===== config.mk =====
export PLATFORM = sky130hd
export DESIGN_NAME = ddr4_cmd_packer
export DESIGN_NICKNAME = d
export VERILOG_FILES = /design/src/rtl/ddr4_cmd_packer.sv
export SDC_FILE = /design/constraint.sdc
export NUM_CORES = 1
export LEC_CHECK = 0
export CORE_ASPECT_RATIO = 1.25
export CORE_MARGIN = 5
export CORE_UTILIZATION = 56
export CTS_CLUSTER_SIZE = 40
export DETAILED_ROUTE_END_ITERATION = 10
export GPL_TIMING_DRIVEN = 1
export PLACE_DENSITY = 0.8
export SKIP_CTS_REPAIR_TIMING = 1
export SLEW_MARGIN = 20
export SYNTH_ARGS = -nofsm -noshare
export SYNTH_HDL_FRONTEND = slang
export SYNTH_SLANG_ARGS = --single-unit
export TNS_END_PERCENT = 1

===== constraint.sdc =====
create_clock -name clk -period 8.91 [get_ports clk]
set_input_delay 0.891 -clock clk [delete_from_list [all_inputs] [get_ports clk]]
set_output_delay 0.891 -clock clk [all_outputs]
set_load 0.05 [all_outputs]

===== src/rtl/ddr4_cmd_packer.sv =====
// rtl/ddr4_cmd_packer.sv - packs decoded DDR4 SoftMC instructions into NCK_PER_CLK DFI phase slots
module ddr4_cmd_packer #(
  parameter int NCK_PER_CLK = 4,
  parameter int ROW_WIDTH   = 17,
  parameter int BANK_WIDTH  = 2,
  parameter int BG_WIDTH    = 2,
  parameter int WAIT_WIDTH  = 16
) (
  input  logic                              clk,
  input  logic                              rst,
  input  logic                              en,
  input  logic                              instr_valid,
  input  logic [31:0]                       instr,
  output logic                              instr_ready,
  input  logic                              flush,
  output logic                              dfi_valid,
  output logic [ROW_WIDTH*NCK_PER_CLK-1:0]  dfi_address,
  output logic [BANK_WIDTH*NCK_PER_CLK-1:0] dfi_bank,
  output logic [BG_WIDTH*NCK_PER_CLK-1:0]   dfi_bg,
  output logic [NCK_PER_CLK-1:0]            dfi_act_n,
  output logic [NCK_PER_CLK-1:0]            dfi_ras_n,
  output logic [NCK_PER_CLK-1:0]            dfi_cas_n,
  output logic [NCK_PER_CLK-1:0]            dfi_we_n,
  output logic [NCK_PER_CLK-1:0]            dfi_cs_n,
  output logic [NCK_PER_CLK-1:0]            mc_rd_cas,
  output logic [NCK_PER_CLK-1:0]            mc_wr_cas
);

  localparam int PTR_W = $clog2(NCK_PER_CLK + 1);
  localparam int AW    = ROW_WIDTH * NCK_PER_CLK;
  localparam int BW    = BANK_WIDTH * NCK_PER_CLK;
  localparam int GW    = BG_WIDTH * NCK_PER_CLK;
  localparam logic [NCK_PER_CLK-1:0] ONES = {NCK_PER_CLK{1'b1}};

  typedef enum logic {S_FILL = 1'b0, S_WAIT = 1'b1} state_t;

  state_t                  r_state;
  logic [PTR_W-1:0]        r_ptr;
  logic [WAIT_WIDTH-1:0]   r_cnt;
  logic                    r_ready;

  logic [AW-1:0]           r_addr;
  logic [BW-1:0]           r_bank;
  logic [GW-1:0]           r_bg;
  logic [NCK_PER_CLK-1:0]  r_act, r_ras, r_cas, r_we, r_cs, r_rd, r_wr;

  logic                    r_dfi_valid;
  logic [AW-1:0]           r_dfi_addr;
  logic [BW-1:0]           r_dfi_bank;
  logic [GW-1:0]           r_dfi_bg;
  logic [NCK_PER_CLK-1:0]  r_dfi_act, r_dfi_ras, r_dfi_cas, r_dfi_we, r_dfi_cs, r_dfi_rd, r_dfi_wr;

  logic                    w_acc, w_is_ddr, w_is_wait, w_is_act, w_emit, w_unused;
  logic [WAIT_WIDTH-1:0]   w_wait_n;
  logic [PTR_W-1:0]        w_ptr_nxt;
  logic [ROW_WIDTH-1:0]    w_s_addr;
  logic [BANK_WIDTH-1:0]   w_s_bank;
  logic [BG_WIDTH-1:0]     w_s_bg;
  logic                    w_s_act, w_s_ras, w_s_cas, w_s_we, w_s_cs, w_s_rd, w_s_wr;
  logic [AW-1:0]           w_addr;
  logic [BW-1:0]           w_bank;
  logic [GW-1:0]           w_bg;
  logic [NCK_PER_CLK-1:0]  w_act, w_ras, w_cas, w_we, w_cs, w_rd, w_wr;

  assign instr_ready = r_ready & en;
  assign w_acc       = instr_valid & instr_ready;
  assign w_is_ddr    = w_acc & (instr[31:29] == 3'b001);
  assign w_is_wait   = w_acc & (instr[31:29] == 3'b010);
  assign w_wait_n    = instr[WAIT_WIDTH-1:0];
  assign w_unused    = ^instr[20:17];

  // ACT reuses the ras/cas/we pins as row address bits 16..14
  assign w_is_act = ~instr[27] & instr[26] & instr[25];
  assign w_s_act  = ~w_is_act;
  assign w_s_ras  = w_is_act ? instr[16] : instr[27];
  assign w_s_cas  = w_is_act ? instr[15] : instr[26];
  assign w_s_we   = w_is_act ? instr[14] : instr[25];
  assign w_s_cs   = instr[28];
  assign w_s_rd   = ~instr[28] & instr[27] & ~instr[26] & instr[25];
  assign w_s_wr   = ~instr[28] & instr[27] & ~instr[26] & ~instr[25];
  assign w_s_addr = instr[ROW_WIDTH-1:0];
  assign w_s_bank = BANK_WIDTH'(instr[22:21]);
  assign w_s_bg   = BG_WIDTH'(instr[24:23]);

  always_comb begin
    w_addr = r_addr;
    w_bank = r_bank;
    w_bg   = r_bg;
    w_act  = r_act;
    w_ras  = r_ras;
    w_cas  = r_cas;
    w_we   = r_we;
    w_cs   = r_cs;
    w_rd   = r_rd;
    w_wr   = r_wr;
    for (int i = 0; i < NCK_PER_CLK; i++) begin
      if (w_is_ddr && (r_ptr == PTR_W'(i))) begin
        w_addr[i*ROW_WIDTH +: ROW_WIDTH]   = w_s_addr;
        w_bank[i*BANK_WIDTH +: BANK_WIDTH] = w_s_bank;
        w_bg[i*BG_WIDTH +: BG_WIDTH]       = w_s_bg;
        w_act[i] = w_s_act;
        w_ras[i] = w_s_ras;
        w_cas[i] = w_s_cas;
        w_we[i]  = w_s_we;
        w_cs[i]  = w_s_cs;
        w_rd[i]  = w_s_rd;
        w_wr[i]  = w_s_wr;
      end
    end
  end

  assign w_ptr_nxt = r_ptr + PTR_W'(w_is_ddr);
  // The instruction accepted this clk counts toward the word before any flush decision
  assign w_emit = (r_state == S_FILL) &
                  ((w_ptr_nxt == PTR_W'(NCK_PER_CLK)) |
                   ((flush | w_is_wait) & (w_ptr_nxt != '0)));

  always_ff @(posedge clk or posedge rst) begin
    if (rst) begin
      r_state     <= S_FILL;
      r_ptr       <= '0;
      r_cnt       <= '0;
      r_ready     <= 1'b0;
      r_addr      <= '0;
      r_bank      <= '0;
      r_bg        <= '0;
      r_act       <= ONES;
      r_ras       <= ONES;
      r_cas       <= ONES;
      r_we        <= ONES;
      r_cs        <= ONES;
      r_rd        <= '0;
      r_wr        <= '0;
      r_dfi_valid <= 1'b0;
      r_dfi_addr  <= '0;
      r_dfi_bank  <= '0;
      r_dfi_bg    <= '0;
      r_dfi_act   <= ONES;
      r_dfi_ras   <= ONES;
      r_dfi_cas   <= ONES;
      r_dfi_we    <= ONES;
      r_dfi_cs    <= ONES;
      r_dfi_rd    <= '0;
      r_dfi_wr    <= '0;
    end else begin
      r_dfi_valid <= 1'b0;
      r_dfi_addr  <= '0;
      r_dfi_bank  <= '0;
      r_dfi_bg    <= '0;
      r_dfi_act   <= ONES;
      r_dfi_ras   <= ONES;
      r_dfi_cas   <= ONES;
      r_dfi_we    <= ONES;
      r_dfi_cs    <= ONES;
      r_dfi_rd    <= '0;
      r_dfi_wr    <= '0;
      case (r_state)
        S_FILL: begin
          r_ready <= 1'b1;
          if (w_emit) begin
            r_dfi_valid <= 1'b1;
            r_dfi_addr  <= w_addr;
            r_dfi_bank  <= w_bank;
            r_dfi_bg    <= w_bg;
            r_dfi_act   <= w_act;
            r_dfi_ras   <= w_ras;
            r_dfi_cas   <= w_cas;
            r_dfi_we    <= w_we;
            r_dfi_cs    <= w_cs;
            r_dfi_rd    <= w_rd;
            r_dfi_wr    <= w_wr;
            r_ptr       <= '0;
            r_addr      <= '0;
            r_bank      <= '0;
            r_bg        <= '0;
            r_act       <= ONES;
            r_ras       <= ONES;
            r_cas       <= ONES;
            r_we        <= ONES;
            r_cs        <= ONES;
            r_rd        <= '0;
            r_wr        <= '0;
          end else begin
            r_ptr  <= w_ptr_nxt;
            r_addr <= w_addr;
            r_bank <= w_bank;
            r_bg   <= w_bg;
            r_act  <= w_act;
            r_ras  <= w_ras;
            r_cas  <= w_cas;
            r_we   <= w_we;
            r_cs   <= w_cs;
            r_rd   <= w_rd;
            r_wr   <= w_wr;
          end
          if (w_is_wait && (w_wait_n != '0)) begin
            r_state <= S_WAIT;
            r_cnt   <= w_wait_n;
            r_ready <= 1'b0;
          end
        end
        S_WAIT: begin
          r_dfi_valid <= 1'b1;
          r_cnt       <= r_cnt - WAIT_WIDTH'(1);
          if (r_cnt == WAIT_WIDTH'(1)) begin
            r_state <= S_FILL;
            r_ready <= 1'b1;
          end
        end
        default: r_state <= S_FILL;
      endcase
    end
  end

  assign dfi_valid   = r_dfi_valid;
  assign dfi_address = r_dfi_addr;
  assign dfi_bank    = r_dfi_bank;
  assign dfi_bg      = r_dfi_bg;
  assign dfi_act_n   = r_dfi_act;
  assign dfi_ras_n   = r_dfi_ras;
  assign dfi_cas_n   = r_dfi_cas;
  assign dfi_we_n    = r_dfi_we;
  assign dfi_cs_n    = r_dfi_cs;
  assign mc_rd_cas   = r_dfi_rd;
  assign mc_wr_cas   = r_dfi_wr;

endmodule


==> metrics <==
Area contributors post-synth=dfrtp_1 42%, nand2_1 10%, dfstp_2 8.7%; n_diodes=0; gpl congestion=0.9028; synthesized netlist cell count=roughly 1300; # DRC=0; Seq/Total Area, Yosys=~51%; Post-synth top cells=335 x nand2_1, 206 x dfrtp_1, 101 x a21oi_1, 61 x clkbuf_1, 47 x a22o_1; worst-margin pin slew=1.112 ns; sequential share of power=roughly half; 1st-iter DRT viols=~1500; Worst Path Arrival=approximately 5 ns; endpoints failing setup=0; syn_area_per_cell=approximately 9 µm²; WL per Instance=20.49 µm; post-synth cell types=60; cell area after synthesis=0.01214 mm²; prevailing post-synth register cell=dfrtp_1; Worst Setup Start Kind=input pin; Setup CP Type=in -> reg; dpl hpwl=between 20000 and 25000 µm; maximum clock rate=around 220 MHz; Worst slew margin=between 20% and 30%; Ys Warns=0; Total GRT Usage=28.10%; initial antenna violation count=0; Tcrit/Tclk final=~50%; Initial Util=between 50 and 60%; layout cell share with drive strength beyond 1=roughly a tenth; GRT overflow=0; Placed Cells=1683; switching part of the total=between 20 and 25%; internal power=approximately 1.8 mW; Post-synth EDFFs=0; fin nets=roughly 1500; most common cell in the netlist=nand2_1; fin cells=between 1500 and 2000; filler cell count=1724; Synth area leader=dfrtp_1; global-route wire length before repair=~56000 µm; Logic pwr share=around 4.6%; Ports=about 150; Final Slew Violations=0; core area=0.02147 mm²; clock latency on the worst-skew pair=0.52 ns; P_leak=6.602 nW; Final Hold Violating Endpoints=0; RSZ-0062 raised after global routing=false; CTS tree=done; Die Area=around 0.025 mm²; Sink Count=246; placed cell areas=roughly 0.014 mm²; fin crit period=4.450 ns; Die Ht=around 170 µm; run status=complete, no violations; Worst Path Required=a little over 9 ns; Die W=between 100 and 150 µm; final worst slack=approximately 4.5 ns; Worst Hold Class=reg -> reg; worst IR drop on VDD=between 0.1 and 0.15 mV; post-synthesis register bit count=around 250; vias=10767; area grow syn2layout=19.40%; Final ANT Viol Nets=0; syn nets=about 1400; largest net degree at the start of global routing=106; Total Power=2.308 mW; P_sw=a little over 0.5 mW; asr flop ratio synth=between 90% and 100%; clk_skew=0.01249 ns; pre-CTS setup slack=between 3 and 4 ns; Clock Root Buffer=clkbuf_16; DRT Wirelength=about 35000 µm; Final Cell Area=approximately 0.014 mm²; Clk pwr share=between 40% and 50%; pwr/cell area=159.2 mW/mm²; Max FO, Critical Path=69; crit path capture type=flip-flop; IO buf count=146; Max H-tree Level=1; clk slew on worst S/H paths=approximately 0.06 ns; TritonCTS Buffers=24; reg2reg setup slack=4.92 ns; Synth top area share=a little over two fifths; MaxCap Viol Count=0; Final TNS setup=0 ns; row cnt=60; clock tree buffer depth=3; First-pass DRT Iterations=5; vias in the first global route=approximately 10000; routed vias/inst=6.231
critical path: stages:
cell	delay (ns)
clkdlybuf4s50_1	0.44
nand4b_1	0.57
nor3_4	1.07
nor4_4	0.09
buf_4	0.27
or3_2	0.73
buf_4	0.47
a21oi_1	0.32
routing by layer:
layer  global-route usage (%)  vias up  share of wire [%]
met1                    35.32     5226                 37
met5                        0        -                  0
met4                    14.36        0                5.7
li1                         -     4875                  -
met3                    4.134      119                8.0
met2                    47.11      547                 50
power by group through the flow:
stage	logic, mW	registers (mW)	clock network, mW
after floorplan	0.0576	1.14	0
after global placement	0.105	1.14	0
after detailed placement	0.106	1.14	0
after CTS	0.106	1.12	1.10
after global routing	0.115	1.12	1.15
final	0.107	1.12	1.08
sequential cells by signal (all words and copies together), names as in the netlist, 8 cells and up:
| name | cells |
|---|---|
| dfi_bank | 8 |
| dfi_bg | 8 |
| r_cnt | 16 |
| r_bg | 8 |
| r_bank | 8 |
| r_addr | 68 |
| dfi_address | 68 |
metrics by stage:
stage | utilization, % | hold slack (ns)
6_report | 67.53 | 0.4724
2_1_floorplan | - | 0.4338
3_5_place_dp | 63.53 | 0.4557
4_1_cts | 67.44 | 0.4711
3_3_place_gp | 63.53 | 0.4460
5_1_grt | 67.53 | 0.4902
cell usage in the layout (no fill, tap or decap), types with 8 or more instances in the layout:
cell | netlist | layout
nand2_1 | 335 | 335
dfrtp_1 | 206 | 205
clkdlybuf4s50_1 | 0 | 146
a21oi_1 | 101 | 101
a22o_1 | 47 | 47
nor2_1 | 46 | 46
dfstp_2 | 40 | 40
or3_1 | 38 | 37
nand3_1 | 36 | 36
nand2b_1 | 33 | 33
or2_2 | 30 | 30
o21ai_0 | 27 | 27
a31oi_1 | 26 | 26
clkbuf_16 | 0 | 25
o41ai_1 | 24 | 24
a22oi_1 | 23 | 23
buf_4 | 3 | 23
nor3_1 | 21 | 19
inv_1 | 20 | 19
a21o_1 | 19 | 19
o22ai_1 | 15 | 15
nand4_1 | 13 | 13
and2_1 | 12 | 12
mux2i_1 | 12 | 12
o31ai_1 | 10 | 10
nor4_1 | 9 | 9
clkbuf_1 | 61 | 9
and3_1 | 9 | 8
o211ai_1 | 8 | 8
xnor2_1 | 8 | 8
kinds of logic after synthesis:
logic type | count (synthesis) | synth area share, %
and+or+nand+nor | 608 | 23.42
AOI/OAI and AO/OA | 334 | 18.36
DFF | 246 | 51.11
buffers and inverters | 132 | 5.090
muxes | 12 | 0.9892
xor gates and xnor gates | 10 | 0.7213
adders and majority gates | 3 | 0.3092
final cells by class:
class                      instances  area [µm²]  area share [%]
clock buffer                      36       686.9           4.738
multi-input combinational        967        5353           36.92
tap                              279       349.1           2.408
clock inverter                     8       153.9           1.061
timing repair buffer             171        1660           11.45
sequential                       246        6210           42.83
inverter                          21       86.33          0.5954
final timing paths:
check                           from         endpoint  cells past startpoint
max reg2reg                  r_ready  dfi_address[17]                      7
min reg2reg                  r_we[0]          r_we[0]                      2
max in group asynchronous        rst          r_state                      3
max                        instr[31]  dfi_address[17]                      8
min in group asynchronous        rst   dfi_address[9]                      2
min                          r_we[0]          r_we[0]                      2
(Power assumes the default switching activity.)
